`src/rtl/uart_mmio_fifo_pkg.sv`:
```
// uart_pkg: register offsets, STATUS/CTRL bit indices and the shared FSM state type
package uart_pkg;
    localparam logic [1:0] OFF_TXDATA = 2'd0;
    localparam logic [1:0] OFF_RXDATA = 2'd1;
    localparam logic [1:0] OFF_STATUS = 2'd2;
    localparam logic [1:0] OFF_CTRL   = 2'd3;
    localparam int ST_RX_OVR    = 5;
    localparam int ST_FRAME_ERR = 6;
    localparam int ST_TX_OVR    = 7;
    localparam int CT_LOOPBACK  = 16;
    localparam int CT_RX_IRQ_EN = 17;
    localparam int CT_TX_IRQ_EN = 18;
    typedef enum logic [1:0] {IDLE, START, DATA, STOP} uart_state_t;
endpackage

```
`src/rtl/uart_mmio_fifo_sync_fifo.sv`:
```
// sync_fifo: circular-buffer FIFO with registered storage and a combinational head
module sync_fifo #(
    parameter int WIDTH = 8,
    parameter int DEPTH = 8
) (
    input  logic                     clk,
    input  logic                     reset,
    input  logic                     push_i,
    input  logic                     pop_i,
    input  logic [WIDTH-1:0]         data_i,
    output logic [WIDTH-1:0]         data_o,
    output logic                     full_o,
    output logic                     empty_o,
    output logic [$clog2(DEPTH):0]   level_o
);
    localparam int AW = $clog2(DEPTH);
    localparam int LW = AW + 1;
    logic [WIDTH-1:0] mem_q [DEPTH];
    logic [AW-1:0] rd_q, wr_q;
    logic [LW-1:0] level_q;
    logic do_pop, do_push;
    // a push into a full FIFO is accepted only when a pop frees the head slot in the same cycle
    assign do_pop  = pop_i & ~empty_o;
    assign do_push = push_i & (~full_o | do_pop);
    assign full_o  = level_q == LW'(DEPTH);
    assign empty_o = level_q == '0;
    assign level_o = level_q;
    assign data_o  = mem_q[rd_q];
    // storage write, no reset needed since level gates every read
    always_ff @(posedge clk) begin
        if (do_push) mem_q[wr_q] <= data_i;
    end
    // pointer and level bookkeeping
    always_ff @(posedge clk) begin
        if (reset) begin
            rd_q    <= '0;
            wr_q    <= '0;
            level_q <= '0;
        end else begin
            if (do_push) wr_q <= wr_q + AW'(1);
            if (do_pop) rd_q <= rd_q + AW'(1);
            level_q <= level_q + LW'(do_push) - LW'(do_pop);
        end
    end
endmodule

```
`src/rtl/uart_mmio_fifo.sv`:
```
// uart_mmio_fifo: memory-mapped 8N1 UART with TX/RX FIFOs, runtime divisor, loopback and irq
module uart_mmio_fifo
    import uart_pkg::*;
#(
    parameter int FIFO_DEPTH  = 8,
    parameter int DIV_W       = 16,
    parameter int DIV_RESET   = 868,
    parameter int SYNC_STAGES = 2
) (
    input  logic        clk,
    input  logic        reset,
    input  logic [31:0] address,
    input  logic        wr_en,
    input  logic        rd_en,
    input  logic [31:0] data_in,
    output logic [31:0] data_out,
    input  logic        UART_Rx,
    output logic        UART_Tx,
    output logic        irq
);
    localparam int LW = $clog2(FIFO_DEPTH) + 1;
    logic [1:0] off;
    logic tx_push, tx_pop, tx_full, tx_empty, rx_push, rx_pop, rx_full, rx_empty;
    logic [7:0] tx_head, rx_head;
    logic [LW-1:0] rx_level, unused_tx_level;
    logic [DIV_W-1:0] div_q, tx_div_q, rx_div_q, tx_cnt_q, rx_cnt_q;
    logic loopback_q, rx_irq_en_q, tx_irq_en_q, rx_ovr_q, frame_err_q, tx_ovr_q, irq_q;
    logic rx_ovr_d, frame_err_d, tx_ovr_d, irq_d;
    uart_state_t tx_state_q, tx_state_d, rx_state_q, rx_state_d;
    logic [2:0] tx_bit_q, rx_bit_q;
    logic [7:0] tx_shift_q, rx_shift_q;
    logic tx_tick, tx_busy, tx_ser;
    logic [SYNC_STAGES-1:0] sync_q;
    logic rx_in, rx_s, rx_prev_q, rx_fall, rx_tick, rx_half_tick, rx_ferr;
    logic sts_wr, ctrl_wr;
    logic [31:0] status, ctrl;
    logic unused_bits;

    assign unused_bits = ^{address, data_in};
    assign off     = address[3:2];
    assign tx_push = wr_en & (off == OFF_TXDATA);
    assign rx_pop  = rd_en & ~wr_en & (off == OFF_RXDATA) & ~rx_empty;
    assign sts_wr  = wr_en & (off == OFF_STATUS);
    assign ctrl_wr = wr_en & (off == OFF_CTRL);

    sync_fifo #(.WIDTH(8), .DEPTH(FIFO_DEPTH)) u_tx_fifo (
        .clk(clk), .reset(reset), .push_i(tx_push), .pop_i(tx_pop), .data_i(data_in[7:0]),
        .data_o(tx_head), .full_o(tx_full), .empty_o(tx_empty), .level_o(unused_tx_level)
    );
    sync_fifo #(.WIDTH(8), .DEPTH(FIFO_DEPTH)) u_rx_fifo (
        .clk(clk), .reset(reset), .push_i(rx_push), .pop_i(rx_pop), .data_i(rx_shift_q),
        .data_o(rx_head), .full_o(rx_full), .empty_o(rx_empty), .level_o(rx_level)
    );

    assign status = {16'b0, 8'(rx_level), tx_ovr_q, frame_err_q, rx_ovr_q, tx_busy,
                     rx_empty, rx_full, tx_empty, tx_full};
    assign ctrl   = {13'b0, tx_irq_en_q, rx_irq_en_q, loopback_q, 16'(div_q)};
    assign data_out = !rd_en ? 32'b0 :
                      off == OFF_RXDATA ? (rx_empty ? 32'b0 : {24'b0, rx_head}) :
                      off == OFF_STATUS ? status :
                      off == OFF_CTRL ? ctrl : 32'b0;

    // sticky flags: a set event in the same cycle as a write-1-to-clear wins
    always_comb begin
        tx_ovr_d    = (tx_ovr_q & ~(sts_wr & data_in[ST_TX_OVR])) | (tx_push & tx_full & ~tx_pop);
        rx_ovr_d    = (rx_ovr_q & ~(sts_wr & data_in[ST_RX_OVR])) | (rx_push & rx_full & ~rx_pop);
        frame_err_d = (frame_err_q & ~(sts_wr & data_in[ST_FRAME_ERR])) | rx_ferr;
        irq_d       = (rx_irq_en_q & (~rx_empty | rx_ovr_q | frame_err_q)) | (tx_irq_en_q & tx_empty);
    end

    // control register, sticky flags and registered interrupt
    always_ff @(posedge clk) begin
        if (reset) begin
            div_q       <= DIV_W'(DIV_RESET);
            loopback_q  <= 1'b0;
            rx_irq_en_q <= 1'b0;
            tx_irq_en_q <= 1'b0;
            tx_ovr_q    <= 1'b0;
            rx_ovr_q    <= 1'b0;
            frame_err_q <= 1'b0;
            irq_q       <= 1'b0;
        end else begin
            tx_ovr_q    <= tx_ovr_d;
            rx_ovr_q    <= rx_ovr_d;
            frame_err_q <= frame_err_d;
            irq_q       <= irq_d;
            if (ctrl_wr) begin
                div_q       <= data_in[DIV_W-1:0] < DIV_W'(2) ? DIV_W'(2) : data_in[DIV_W-1:0];
                loopback_q  <= data_in[CT_LOOPBACK];
                rx_irq_en_q <= data_in[CT_RX_IRQ_EN];
                tx_irq_en_q <= data_in[CT_TX_IRQ_EN];
            end
        end
    end
    assign irq = irq_q;

    assign tx_tick = tx_cnt_q == tx_div_q - DIV_W'(1);
    // TX state register
    always_ff @(posedge clk) begin
        if (reset) tx_state_q <= IDLE;
        else tx_state_q <= tx_state_d;
    end
    // TX next state: the end of STOP chains straight into START when more data waits
    always_comb begin
        tx_state_d = tx_state_q;
        unique case (tx_state_q)
            IDLE:  tx_state_d = tx_empty ? IDLE : START;
            START: if (tx_tick) tx_state_d = DATA;
            DATA:  if (tx_tick && tx_bit_q == 3'd7) tx_state_d = STOP;
            STOP:  if (tx_tick) tx_state_d = tx_empty ? IDLE : START;
        endcase
    end
    // TX outputs: FIFO pop at frame start and the serial line level
    always_comb begin
        tx_pop  = ~tx_empty & ((tx_state_q == IDLE) | (tx_state_q == STOP & tx_tick));
        tx_busy = tx_state_q != IDLE;
        tx_ser  = tx_state_q == START ? 1'b0 : tx_state_q == DATA ? tx_shift_q[0] : 1'b1;
    end
    // TX datapath: byte and divisor captured at frame start, bit timing thereafter
    always_ff @(posedge clk) begin
        if (reset) begin
            tx_cnt_q   <= '0;
            tx_bit_q   <= '0;
            tx_shift_q <= '0;
            tx_div_q   <= DIV_W'(DIV_RESET);
        end else if (tx_pop) begin
            tx_cnt_q   <= '0;
            tx_bit_q   <= '0;
            tx_shift_q <= tx_head;
            tx_div_q   <= div_q;
        end else if (tx_busy) begin
            tx_cnt_q <= tx_tick ? '0 : tx_cnt_q + DIV_W'(1);
            if (tx_state_q == DATA && tx_tick) begin
                tx_shift_q <= tx_shift_q >> 1;
                tx_bit_q   <= tx_bit_q + 3'd1;
            end
        end
    end
    assign UART_Tx = loopback_q | tx_ser;

    assign rx_in        = loopback_q ? tx_ser : UART_Rx;
    assign rx_s         = sync_q[SYNC_STAGES-1];
    assign rx_fall      = rx_prev_q & ~rx_s;
    assign rx_tick      = rx_cnt_q == rx_div_q - DIV_W'(1);
    assign rx_half_tick = rx_cnt_q == (rx_div_q >> 1) - DIV_W'(1);
    // input synchroniser and falling-edge history, idle high
    always_ff @(posedge clk) begin
        if (reset) begin
            sync_q    <= '1;
            rx_prev_q <= 1'b1;
        end else begin
            sync_q    <= {sync_q[SYNC_STAGES-2:0], rx_in};
            rx_prev_q <= rx_s;
        end
    end
    // RX state register
    always_ff @(posedge clk) begin
        if (reset) rx_state_q <= IDLE;
        else rx_state_q <= rx_state_d;
    end
    // RX next state: a start bit that is high again at its centre is treated as a glitch
    always_comb begin
        rx_state_d = rx_state_q;
        unique case (rx_state_q)
            IDLE:  if (rx_fall) rx_state_d = START;
            START: if (rx_half_tick) rx_state_d = rx_s ? IDLE : DATA;
            DATA:  if (rx_tick && rx_bit_q == 3'd7) rx_state_d = STOP;
            STOP:  if (rx_tick) rx_state_d = IDLE;
        endcase
    end
    // RX outputs: stop-bit centre decides between pushing the byte and flagging a frame error
    always_comb begin
        rx_push = (rx_state_q == STOP) & rx_tick & rx_s;
        rx_ferr = (rx_state_q == STOP) & rx_tick & ~rx_s;
    end
    // RX datapath: divisor follows CTRL while idle and freezes for the frame
    always_ff @(posedge clk) begin
        if (reset) begin
            rx_cnt_q   <= '0;
            rx_bit_q   <= '0;
            rx_shift_q <= '0;
            rx_div_q   <= DIV_W'(DIV_RESET);
        end else if (rx_state_q == IDLE) begin
            rx_cnt_q <= '0;
            rx_bit_q <= '0;
            rx_div_q <= div_q;
        end else begin
            rx_cnt_q <= (rx_state_q == START ? rx_half_tick : rx_tick) ? '0 : rx_cnt_q + DIV_W'(1);
            if (rx_state_q == DATA && rx_tick) begin
                rx_shift_q <= {rx_s, rx_shift_q[7:1]};
                rx_bit_q   <= rx_bit_q + 3'd1;
            end
        end
    end
endmodule

```
`config.mk`:
```
export PLATFORM = sky130hd
export DESIGN_NAME = uart_mmio_fifo
export DESIGN_NICKNAME = d
export VERILOG_FILES = /design/src/rtl/uart_mmio_fifo_pkg.sv /design/src/rtl/uart_mmio_fifo_sync_fifo.sv /design/src/rtl/uart_mmio_fifo.sv
export SDC_FILE = /design/constraint.sdc
export NUM_CORES = 1
export LEC_CHECK = 0
export ABC_AREA = 1
export ABC_CLOCK_PERIOD_IN_PS = 3920
export CAP_MARGIN = 20
export CORE_MARGIN = 5
export CORE_UTILIZATION = 55
export DETAILED_ROUTE_END_ITERATION = 8
export PLACE_DENSITY_LB_ADDON = 0.2
export SLEW_MARGIN = 20
export SYNTH_ARGS = -nofsm -noshare
export SYNTH_HDL_FRONTEND = slang
export SYNTH_SLANG_ARGS = --single-unit
```
`constraint.sdc`:
```
create_clock -name clk -period 3.92 [get_ports clk]
set_input_delay 0.392 -clock clk [delete_from_list [all_inputs] [get_ports clk]]
set_output_delay 0.392 -clock clk [all_outputs]
set_load 0.02 [all_outputs]
```
==> impl_metrics.json, run 1 <==
{
  "synthXorXnorAreaFrac_pct": 2.567,
  "hold_viol": 0,
  "placed_cells": 1967,
  "area_delta_synth_final_pct": 12.93,
  "cts_hold_buf": 0,
  "wire_per_inst_um": 15.80,
  "instances_no_fill": 2021,
  "yosysSeqAreaShare_pct": 50.24,
  "worstReg2RegStart": "tx_div_q[1]$_SDFFE_PP0N_",
  "clk_latency_ns": 0.56,
  "start_util_pct": 55.21,
  "clk_pin_slew_ns": 0.06,
  "worstHoldStart": "sync_q[0]$_SDFF_PP1_",
  "overflow": 0,
  "num_rows": 57,
  "worstRegToRegCells": 16,
  "post-synth-top-count-cell": "nand2_1",
  "final_nets": 1773,
  "crit_fanout": 16,
  "chipWidth_um": 165.6,
  "path_class": "register to output pin",
  "post_synth_inst_count": 1629,
  "clock_sinks": 270,
  "grt_pass1_vias": 10240,
  "yosys.area.top_type": "edfxtp_1",
  "r2r-end": "u_tx_fifo.mem_q[5][7]$_DFFE_PP_",
  "fin_area_mm2": 0.01503,
  "yosys.area.top_type_share_pct": 28.88,
  "power.density_mw_per_mm2": 568.1,
  "relSlewSlack_pct": 34.57,
  "status": "complete, no violations",
  "post_cts_resized": 0,
  "irDropWorstVdd_mv": 0.3626,
  "layout-drive-gt1-share_pct": 7.429,
  "cp-start-kind": "register",
  "cts_made_buffers": 29,
  "final_util_pct": 62.35,
  "netlist_top_cells_count": "334 x nand2_1, 233 x nor2_1, 151 x inv_1, 142 x dfxtp_1, 138 x o21ai_0",
  "cap_violations": 0,
  "clock-root-buffer": "clkbuf_16",
  "die_y_um": 165.6,
  "die-area_mm2": 0.02741,
  "grt_setup_unrepaired": "no",
  "setup_tns_ns": 0,
  "tightest_slew_ns": 0.9803,
  "gr-usage-all-layers_pct": 23.59,
  "h-tree-depth": 1,
  "synthMuxAreaShare_pct": 0,
  "worstPathArrival_ns": 3.07,
  "fin_skew_ns": 0.01252,
  "io_buffers": 46,
  "synth_seq_cells": 270,
  "antenna_left": 0,
  "grt_max_degree": 36,
  "drc_errors": 0,
  "fmax_ghz": 0.2886,
  "setup_viol": 0,
  "period_share_pct": 88.39,
  "cp.required_ns": 3.53,
  "clk_path_buf_depth": 3,
  "boundaryPins": 103,
  "async_flop_share_pct": 0,
  "r2r_slack_ns": 0.74,
  "via_per_inst": 5.385,
  "setup.worst_path.end_class": "output pin",
  "synth_fa_ha_area_share_pct": 2.933,
  "antenna_found_initial": 1,
  "drv_slew": 0,
  "synth_compound_area_share_pct": 11.89,
  "yosys_warnings": 0,
  "first_pass_iters": 5,
  "avgSynthCellArea_um2": 8.170,
  "holdPathStages": 1,
  "post_cts_buffers": 0,
  "wirelength_mm": 31.93,
  "synth_cell_type_count": 51,
  "hold_path.class": "register to register",
  "cts_tree": "built",
  "ys.flop_type": "dfxtp_1",
  "leakage_nw": 6.083,
  "fp.coreArea_mm2": 0.02411,
  "gp_congestion": 0.8992,
  "yosys.area_share.simple_pct": 25.39,
  "synth_edf_count": 128,
  "place_area_mm2": 0.01406,
  "synth_top_family_by_area": "simple AND/OR/NAND/NOR gates",
  "min_to": "sync_q[1]$_SDFF_PP1_",
  "num_vias": 10880,
  "grt_first_pass_wirelength_mm": 51.61,
  "hpwl_mm": 22.76,
  "synthesis.area_mm2": 0.01331,
  "netlist_top_cells_area": "edfxtp_1 29%, dfxtp_1 21%, nand2_1 9.4%",
  "min_period_ns": 3.465,
  "dr.first_iter.drc_count": 924
}
worst max-delay path by stage:
| stage | cells after the start | start | slack [ns] | end |
|---|---|---|---|---|
| after global placement | 7 | address[2] | 0.81 | data_out[1] |
| after global routing | 6 | register | 0.31 | data_out[4] |
| after detailed placement | 12 | address[2] | 0.70 | u_rx_fifo.level_o[2]$_SDFF_PP0_ |
| after CTS | 6 | register | 0.43 | data_out[4] |
| final | 6 | register | 0.46 | data_out[4] |
| after floorplan | 21 | tx_div_q[1]$_SDFFE_PP0N_ | 1.15 | u_tx_fifo.level_o[1]$_SDFF_PP0_ |
per-layer routing:
metal | track usage, % | wire, um
met2 | 38.72 | 14750
met4 | 7.499 | 888
met3 | 3.574 | 1826
met1 | 32.38 | 14470
met5 | 0 | 0
where the power goes:
part / internal (mW) / leakage, nW / switching (mW)
logic: 0.830 / 3.17 / 1.55
clock network: 1.61 / 0.470 / 1.12
registers: 3.18 / 2.44 / 0.239
logic make-up (layout without fill, tap and decap cells):
logic type      after synthesis  count (layout)
simple gates                780             780
compound gates              284             284
flops                       270             270
buf+inv                     225             280
xor+xnor                     39              39
fa+ha+maj                    30              30
other cells                   1              14
cells in the final DEF (no fill, tap or decap), types with 8 or more instances in the layout:
cell / n
xor2_1: 20
xnor2_1: 19
clkdlybuf4s50_1: 46
buf_4: 23
dfxtp_1: 142
nand3b_1: 11
edfxtp_1: 128
a21oi_1: 87
nor2_2: 22
clkinv_2: 8
o21ai_0: 138
nor3_1: 26
clkbuf_16: 29
nand3_1: 102
o22ai_1: 11
ha_1: 28
conb_1: 13
o221ai_1: 13
nand2_2: 9
nand2_1: 334
inv_1: 150
nand4_1: 13
nor2_1: 233
stage by stage:
stage          hold slack (ns)  setup slack, ns  total power, mW
5_1_grt                 0.4257           0.3142            9.104
3_3_place_gp            0.4006           0.8074            5.764
2_1_floorplan           0.3895            1.152            5.275
3_5_place_dp            0.3940           0.7034            5.834
4_1_cts                 0.4090           0.4299            8.577
6_report                0.4094           0.4551            8.538
state kept, by name, indices dropped and copies added, names as in the netlist, 2 cells and up, named ones only:
| register | flops |
|---|---|
| rx_div_q | 16 |
| rx_cnt_q | 16 |
| tx_bit_q | 3 |
| u_rx_fifo.rd_q | 3 |
| u_tx_fifo.rd_q | 3 |
| u_rx_fifo.wr_q | 3 |
| u_rx_fifo.level_o | 4 |
| tx_div_q | 16 |
| div_q | 16 |
| tx_state_q | 2 |
| u_tx_fifo.level_o | 4 |
| u_rx_fifo.mem_q | 64 |
| rx_shift_q | 8 |
| u_tx_fifo.mem_q | 64 |
| u_tx_fifo.wr_q | 3 |
| sync_q | 2 |
| rx_bit_q | 3 |
| tx_cnt_q | 16 |
| tx_shift_q | 8 |
critical path: stages (launching register included):
cell and delay [ns]:
dfxtp_1 0.41, inv_1 0.42, o21ai_0 0.20, o221ai_1 0.21, o211ai_1 0.18, a211oi_1 0.40
clkdlybuf4s50_1 0.69
layout make-up:
type	count	area, um^2
inverters	158	593.1
repair buffers	69	633.1
clock inverters	18	187.7
fillers	2097	9076
diodes	1	2.502
flip-flops and latches	270	6686
well taps	324	405.4
multi-input cells	1146	5743
clock buffers	35	778.2
Note: power is estimated with default switching activity, not from simulation.
==> run 2: changes to the inputs <==
Settings changed: ABC_AREA 1 to 0, ABC_CLOCK_PERIOD_IN_PS 3920 to 3800, MAX_ROUTING_LAYER set to met4.
Clock period 3.92 ns to 3.8 ns, I/O delays scaled along.
==> run 2 against run 1 <==
Sequential cell count did not move. Critical path depth rose by 6. Final cell count fell by 23%. Non-clock buffer count rose by 28. Utilization rose by 1.6 points. Hold slack got worse by 0.11 ns. Clock power rose by 12%.
==> impl_metrics.json, run 2 <==
{
  "status": "complete, no violations",
  "synth_seq_cells": 270,
  "min_period_ns": 3.491,
  "grt_max_degree": 54,
  "cts_tree": "built",
  "setup_viol": 0,
  "place_area_mm2": 0.01392,
  "overflow": 0,
  "clk_path_buf_depth": 3,
  "avgSynthCellArea_um2": 11.12,
  "num_rows": 56,
  "fp.coreArea_mm2": 0.02340,
  "via_per_inst": 5.580,
  "grt_setup_unrepaired": "no",
  "grt_pass1_vias": 8345,
  "cp_slowest_stage_delay_ns": 0.57,
  "antenna_found_initial": 2,
  "hpwl_mm": 19.24,
  "yosys.area.top_type": "edfxtp_1",
  "worstPathArrival_ns": 3.92,
  "die_y_um": 164,
  "yosys_warnings": 0,
  "hold_path.class": "input port to register",
  "irDropWorstVdd_mv": 0.3896,
  "mostFrequentLayoutCells": "141 x dfxtp_1, 128 x edfxtp_1, 108 x nor2_1",
  "crit_fanout": 9,
  "power.density_mw_per_mm2": 523.6,
  "chipWidth_um": 164,
  "start_util_pct": 55.74,
  "synth_cell_type_count": 80,
  "post_cts_buffers": 0,
  "ys.flop_type": "dfxtp_1",
  "largestRegisters": "u_rx_fifo.mem_q (64), u_tx_fifo.mem_q (64)",
  "dr.first_iter.drc_count": 595,
  "gr-usage-all-layers_pct": 21.58,
  "yosysSeqAreaShare_pct": 51.26,
  "post_synth_inst_count": 1173,
  "synth_edf_count": 128,
  "leakage_nw": 5.306,
  "worstPathCellList": "or4_4 -> nor3_2 -> nand4_1 -> a211oi_1 -> nand4b_2 -> a2bb2oi_4 -> or2_1 -> ha_1 -> a21o_1 -> a21oi_1 -> xnor2_1 -> nor2_1",
  "clock_sinks": 270,
  "netlist_top_cells_area": "edfxtp_1 29%, dfxtp_1 22%, mux4_2 5.5%",
  "cp.required_ns": 4.22,
  "synthesis.area_mm2": 0.01304,
  "netlist_top_cells_count": "142 x dfxtp_1, 128 x edfxtp_1, 108 x nor2_1, 99 x nand2_1, 55 x xnor2_1",
  "hold_viol": 0,
  "h-tree-depth": 1,
  "boundaryPins": 103,
  "drc_errors": 0,
  "clk_pin_slew_ns": 0.06,
  "grt_first_pass_wirelength_mm": 44.84,
  "setup_tns_ns": 0,
  "total_power_mw": 7.841,
  "slowest_stage": "or4_4",
  "fin_skew_ns": 0.01115,
  "wire_per_inst_um": 17.80,
  "cp-start-kind": "register",
  "num_vias": 8733,
  "fin_area_mm2": 0.01497,
  "fmax_ghz": 0.2864,
  "tightest_slew_ns": 0.8043,
  "async_flop_share_pct": 0,
  "final_nets": 1322,
  "clock-root-buffer": "clkbuf_16",
  "layout-drive-gt1-share_pct": 13.83,
  "final_common_cell": "dfxtp_1",
  "gp_congestion": 0.8760,
  "clk_latency_ns": 0.56,
  "setup.worst_path.end_class": "register",
  "post-synth-top-count-cell": "dfxtp_1",
  "cts_made_buffers": 29,
  "io_buffers": 46,
  "final_util_pct": 63.99,
  "wirelength_mm": 27.86,
  "first_pass_iters": 5,
  "die-area_mm2": 0.02690,
  "relSlewSlack_pct": 46.23,
  "drv_slew": 0,
  "path_class": "register to register",
  "yosys.area.top_type_share_pct": 29.47,
  "period_share_pct": 91.87,
  "antenna_left": 0,
  "area_delta_synth_final_pct": 14.80,
  "cap_violations": 0
}
## run 2: worst paths after layout
| kind | start | to | slack, ns | cells after the start |
|---|---|---|---|---|
| min | reset | tx_state_q[0]$_SDFFE_PP0P_ | 0.30 | 2 |
| max | tx_div_q[3]$_SDFFE_PP0N_ | u_tx_fifo.level_o[3]$_SDFF_PP0_ | 0.31 | 12 |
| min reg2reg | sync_q[0]$_SDFF_PP1_ | sync_q[1]$_SDFF_PP1_ | 0.46 | 1 |
| max reg2reg | tx_div_q[3]$_SDFFE_PP0N_ | u_tx_fifo.level_o[3]$_SDFF_PP0_ | 0.31 | 12 |
## run 2: cell families (layout without fill, tap and decap cells)
logic type / count (synthesis) / after routing / share of synthesized area, %
AND/OR/NAND/NOR: 412 / 412 / 16.66
adder cells (fa/ha/maj): 30 / 30 / 2.993
multiplexers: 89 / 89 / 9.957
flip-flops: 270 / 270 / 51.26
XOR/XNOR: 91 / 91 / 6.216
buffers and inverters: 126 / 185 / 4.374
other: 1 / 15 / 0.02875
AO/OA/AOI/OAI: 154 / 154 / 8.509
## run 2: through the flow
step,cells,hold WS (ns),worst slack [ns]
finish,1565,0.2999,0.3090
floorplan,1185,0.3895,0.1117
detailed placement,1511,0.4477,0.2554
global route,1565,0.3207,0.01483
CTS,1563,0.2861,0.1384
global placement,1511,0.4368,0.2515
## run 2: area by class of cell
type	instances	area, um^2
fill	1883	8428
sequential	270	6688
multi-input combinational	789	5848
timing repair buffer	97	853.3
clock buffer	35	768.2
tap	319	399.1
clock inverter	17	272.8
inverter	36	140.1
antenna	2	5.005
## run 2: critical path: cells and delay by family, from the launching register on
family | cells | cell delay [ns]
and+or+nand+nor | 6 | 1.56
xor gates and xnor gates | 1 | 0.14
adders and majority gates | 1 | 0.28
DFF | 1 | 0.41
AOI/OAI and AO/OA | 4 | 0.96
## run 2: power breakdown
| group | internal (mW) | switching, mW | total (mW) |
|---|---|---|---|
| Combinational | 0.654 | 0.796 | 1.45 |
| Sequential | 3.17 | 0.177 | 3.34 |
| Clock | 1.91 | 1.14 | 3.05 |
## run 2: what timing repair did
| action | in CTS | in global routing |
|---|---|---|
| hold buffers | 0 | 0 |
| gates resized for setup | 0 | 2 |
| endpoints found under the setup margin | 0 | 10 |
## run 2: metal layers
layer	share of wire (%)	up-vias	wire length [um]	GRT usage, %
li1	-	4302	-	-
met4	2.7	0	741	5.719
met5	0	-	0	-
met2	46	184	12910	33.67
met1	46	4200	12890	29.98
met3	4.8	47	1324	3.137
==> run 3: changes to the inputs <==
Settings changed: ABC_AREA 0 to 1.
==> run 3 against run 2 <==
Register-to-register slack better by 0.22 ns. Final cell count up 29%. Worst setup slack worse by 0.13 ns. Non-clock buffer count down 28. Critical path type is now register to output pin. Largest power group unchanged.
==> impl_metrics.json, run 3 (synthesized netlist as in run 1, its figures left out) <==
{
  "relSlewSlack_pct": 37.70,
  "layout-drive-gt1-share_pct": 7.248,
  "cp.required_ns": 3.42,
  "fp.coreArea_mm2": 0.02411,
  "die-area_mm2": 0.02741,
  "worstReg2RegStart": "rx_div_q[1]$_SDFFE_PP0P_",
  "grt_max_degree": 49,
  "via_per_inst": 5.379,
  "crit_fanout": 17,
  "grt_first_pass_wirelength_mm": 51.74,
  "wirelength_mm": 31.91,
  "final_common_cell": "nand2_1",
  "start_util_pct": 55.21,
  "status": "complete, no violations",
  "clk_path_buf_depth": 3,
  "overflow": 0,
  "drv_slew": 0,
  "antenna_found_initial": 0,
  "clock-root-buffer": "clkbuf_16",
  "diodes": 0,
  "fillers": 2098,
  "cap_violations": 0,
  "grt_pass1_vias": 10260,
  "mostFrequentLayoutCells": "334 x nand2_1, 233 x nor2_1, 150 x inv_1",
  "clock_sinks": 270,
  "cp_slowest_stage_delay_ns": 0.69,
  "io_buffers": 46,
  "total_power_mw": 8.928,
  "tightest_slew_ns": 0.9334,
  "min_period_ns": 3.626,
  "irDropWorstVdd_mv": 0.3640,
  "hold_path.class": "register to register",
  "gp_congestion": 0.9355,
  "grt_setup_unrepaired": "no",
  "chipWidth_um": 165.6,
  "setup_tns_ns": 0,
  "path_class": "register to output pin",
  "num_vias": 10870,
  "die_y_um": 165.6,
  "cts_hold_buf": 0,
  "largestRegisters": "u_rx_fifo.mem_q (64), u_tx_fifo.mem_q (64)",
  "num_rows": 57,
  "post_cts_buffers": 0,
  "fmax_ghz": 0.2758,
  "boundaryPins": 103,
  "worstHoldStart": "sync_q[0]$_SDFF_PP1_",
  "cts_made_buffers": 29,
  "worstPathCellList": "inv_1 -> o21ai_0 -> o221ai_1 -> o211ai_1 -> a211oi_1 -> clkdlybuf4s50_1",
  "cp-start-kind": "register",
  "fin_skew_ns": 0.01238,
  "area_delta_synth_final_pct": 13.27,
  "hpwl_mm": 22.51,
  "dp_slack_ns": 0.6094,
  "hold_viol": 0,
  "dr.first_iter.drc_count": 763,
  "timing.final.ws_setup_ns": 0.1741,
  "antenna_left": 0,
  "cts_tree": "built",
  "slowest_stage": "clkdlybuf4s50_1",
  "drc_errors": 0,
  "first_pass_iters": 5,
  "wire_per_inst_um": 15.79,
  "h-tree-depth": 1,
  "gr-usage-all-layers_pct": 24.16,
  "setup_viol": 0,
  "worstPathArrival_ns": 3.25,
  "setup.worst_path.end_class": "output pin",
  "period_share_pct": 95.42,
  "clk_pin_slew_ns": 0.06,
  "leakage_nw": 6.112,
  "clk_latency_ns": 0.56,
  "power.density_mw_per_mm2": 592.2,
  "post_cts_resized": 0,
  "final_nets": 1773
}
[run 3: changes by cell type in the layout (fill, tap and decap cells not counted), sizes merged, moves of 32 or more]
| cell | before | now |
|---|---|---|
| nand2 | 99 | 344 |
| nor2 | 108 | 258 |
| inv | 37 | 159 |
| o21ai | 20 | 140 |
| nand3 | 32 | 105 |
| mux2i | 54 | 0 |
| a21oi | 46 | 90 |
| xnor2 | 55 | 19 |
| mux4 | 32 | 0 |
[run 3: per-layer routing]
| metal | routed length [um] | global-route usage [%] | vias up |
|---|---|---|---|
| met3 | 1663 | 3.797 | 49 |
| met5 | 0 | - | - |
| met4 | 680 | 5.662 | 0 |
| met1 | 14470 | 32.11 | 5063 |
| met2 | 15100 | 39.38 | 261 |
| li1 | - | - | 5498 |
[run 3: path summary, 6_finish.rpt]
kind | to | slack, ns | cells after the start
worst max-delay path | data_out[5] | 0.17 | 6
worst min-delay path | sync_q[1]$_SDFF_PP1_ | 0.42 | 1
worst max register to register | u_rx_fifo.level_o[2]$_SDFF_PP0_ | 0.53 | 17
worst min register to register | sync_q[1]$_SDFF_PP1_ | 0.42 | 1
[run 3: cell type report]
| class | count | area, um^2 | area share [%] |
|---|---|---|---|
| sequential | 270 | 6686 | 44.35 |
| multi-input combinational | 1146 | 5743 | 38.09 |
| clock buffer | 42 | 824.5 | 5.469 |
| timing repair buffer | 69 | 645.6 | 4.283 |
| inverter | 158 | 593.1 | 3.934 |
| tap | 324 | 405.4 | 2.689 |
| clock inverter | 12 | 177.7 | 1.179 |
[run 3: stage by stage]
step / hold WS (ns) / cell area [um^2] / utilization, % / std cells
5_1_grt: 0.4370 / 15080 / 62.54 / 2021
3_5_place_dp: 0.4041 / 14070 / 58.38 / 1967
2_1_floorplan: 0.3895 / 13350 / - / 1641
6_report: 0.4196 / 15080 / 62.54 / 2021
4_1_cts: 0.4184 / 15080 / 62.54 / 2021
3_3_place_gp: 0.4020 / 14070 / 58.38 / 1967
[run 3: worst max-delay path: cells and delay by family (launching register included)]
family          cells  cell delay (ns)
compound gates      4             1.01
buf+inv             2             1.17
flops               1             0.51
[run 3: power by group]
| part | total (mW) | internal (mW) | leakage, nW | switching (mW) |
|---|---|---|---|---|
| Sequential | 3.53 | 3.28 | 2.44 | 0.248 |
| Clock | 2.94 | 1.78 | 0.495 | 1.15 |
| Combinational | 2.46 | 0.866 | 3.18 | 1.60 |
| Total | 8.93 | 5.93 | 6.11 | 3.00 |
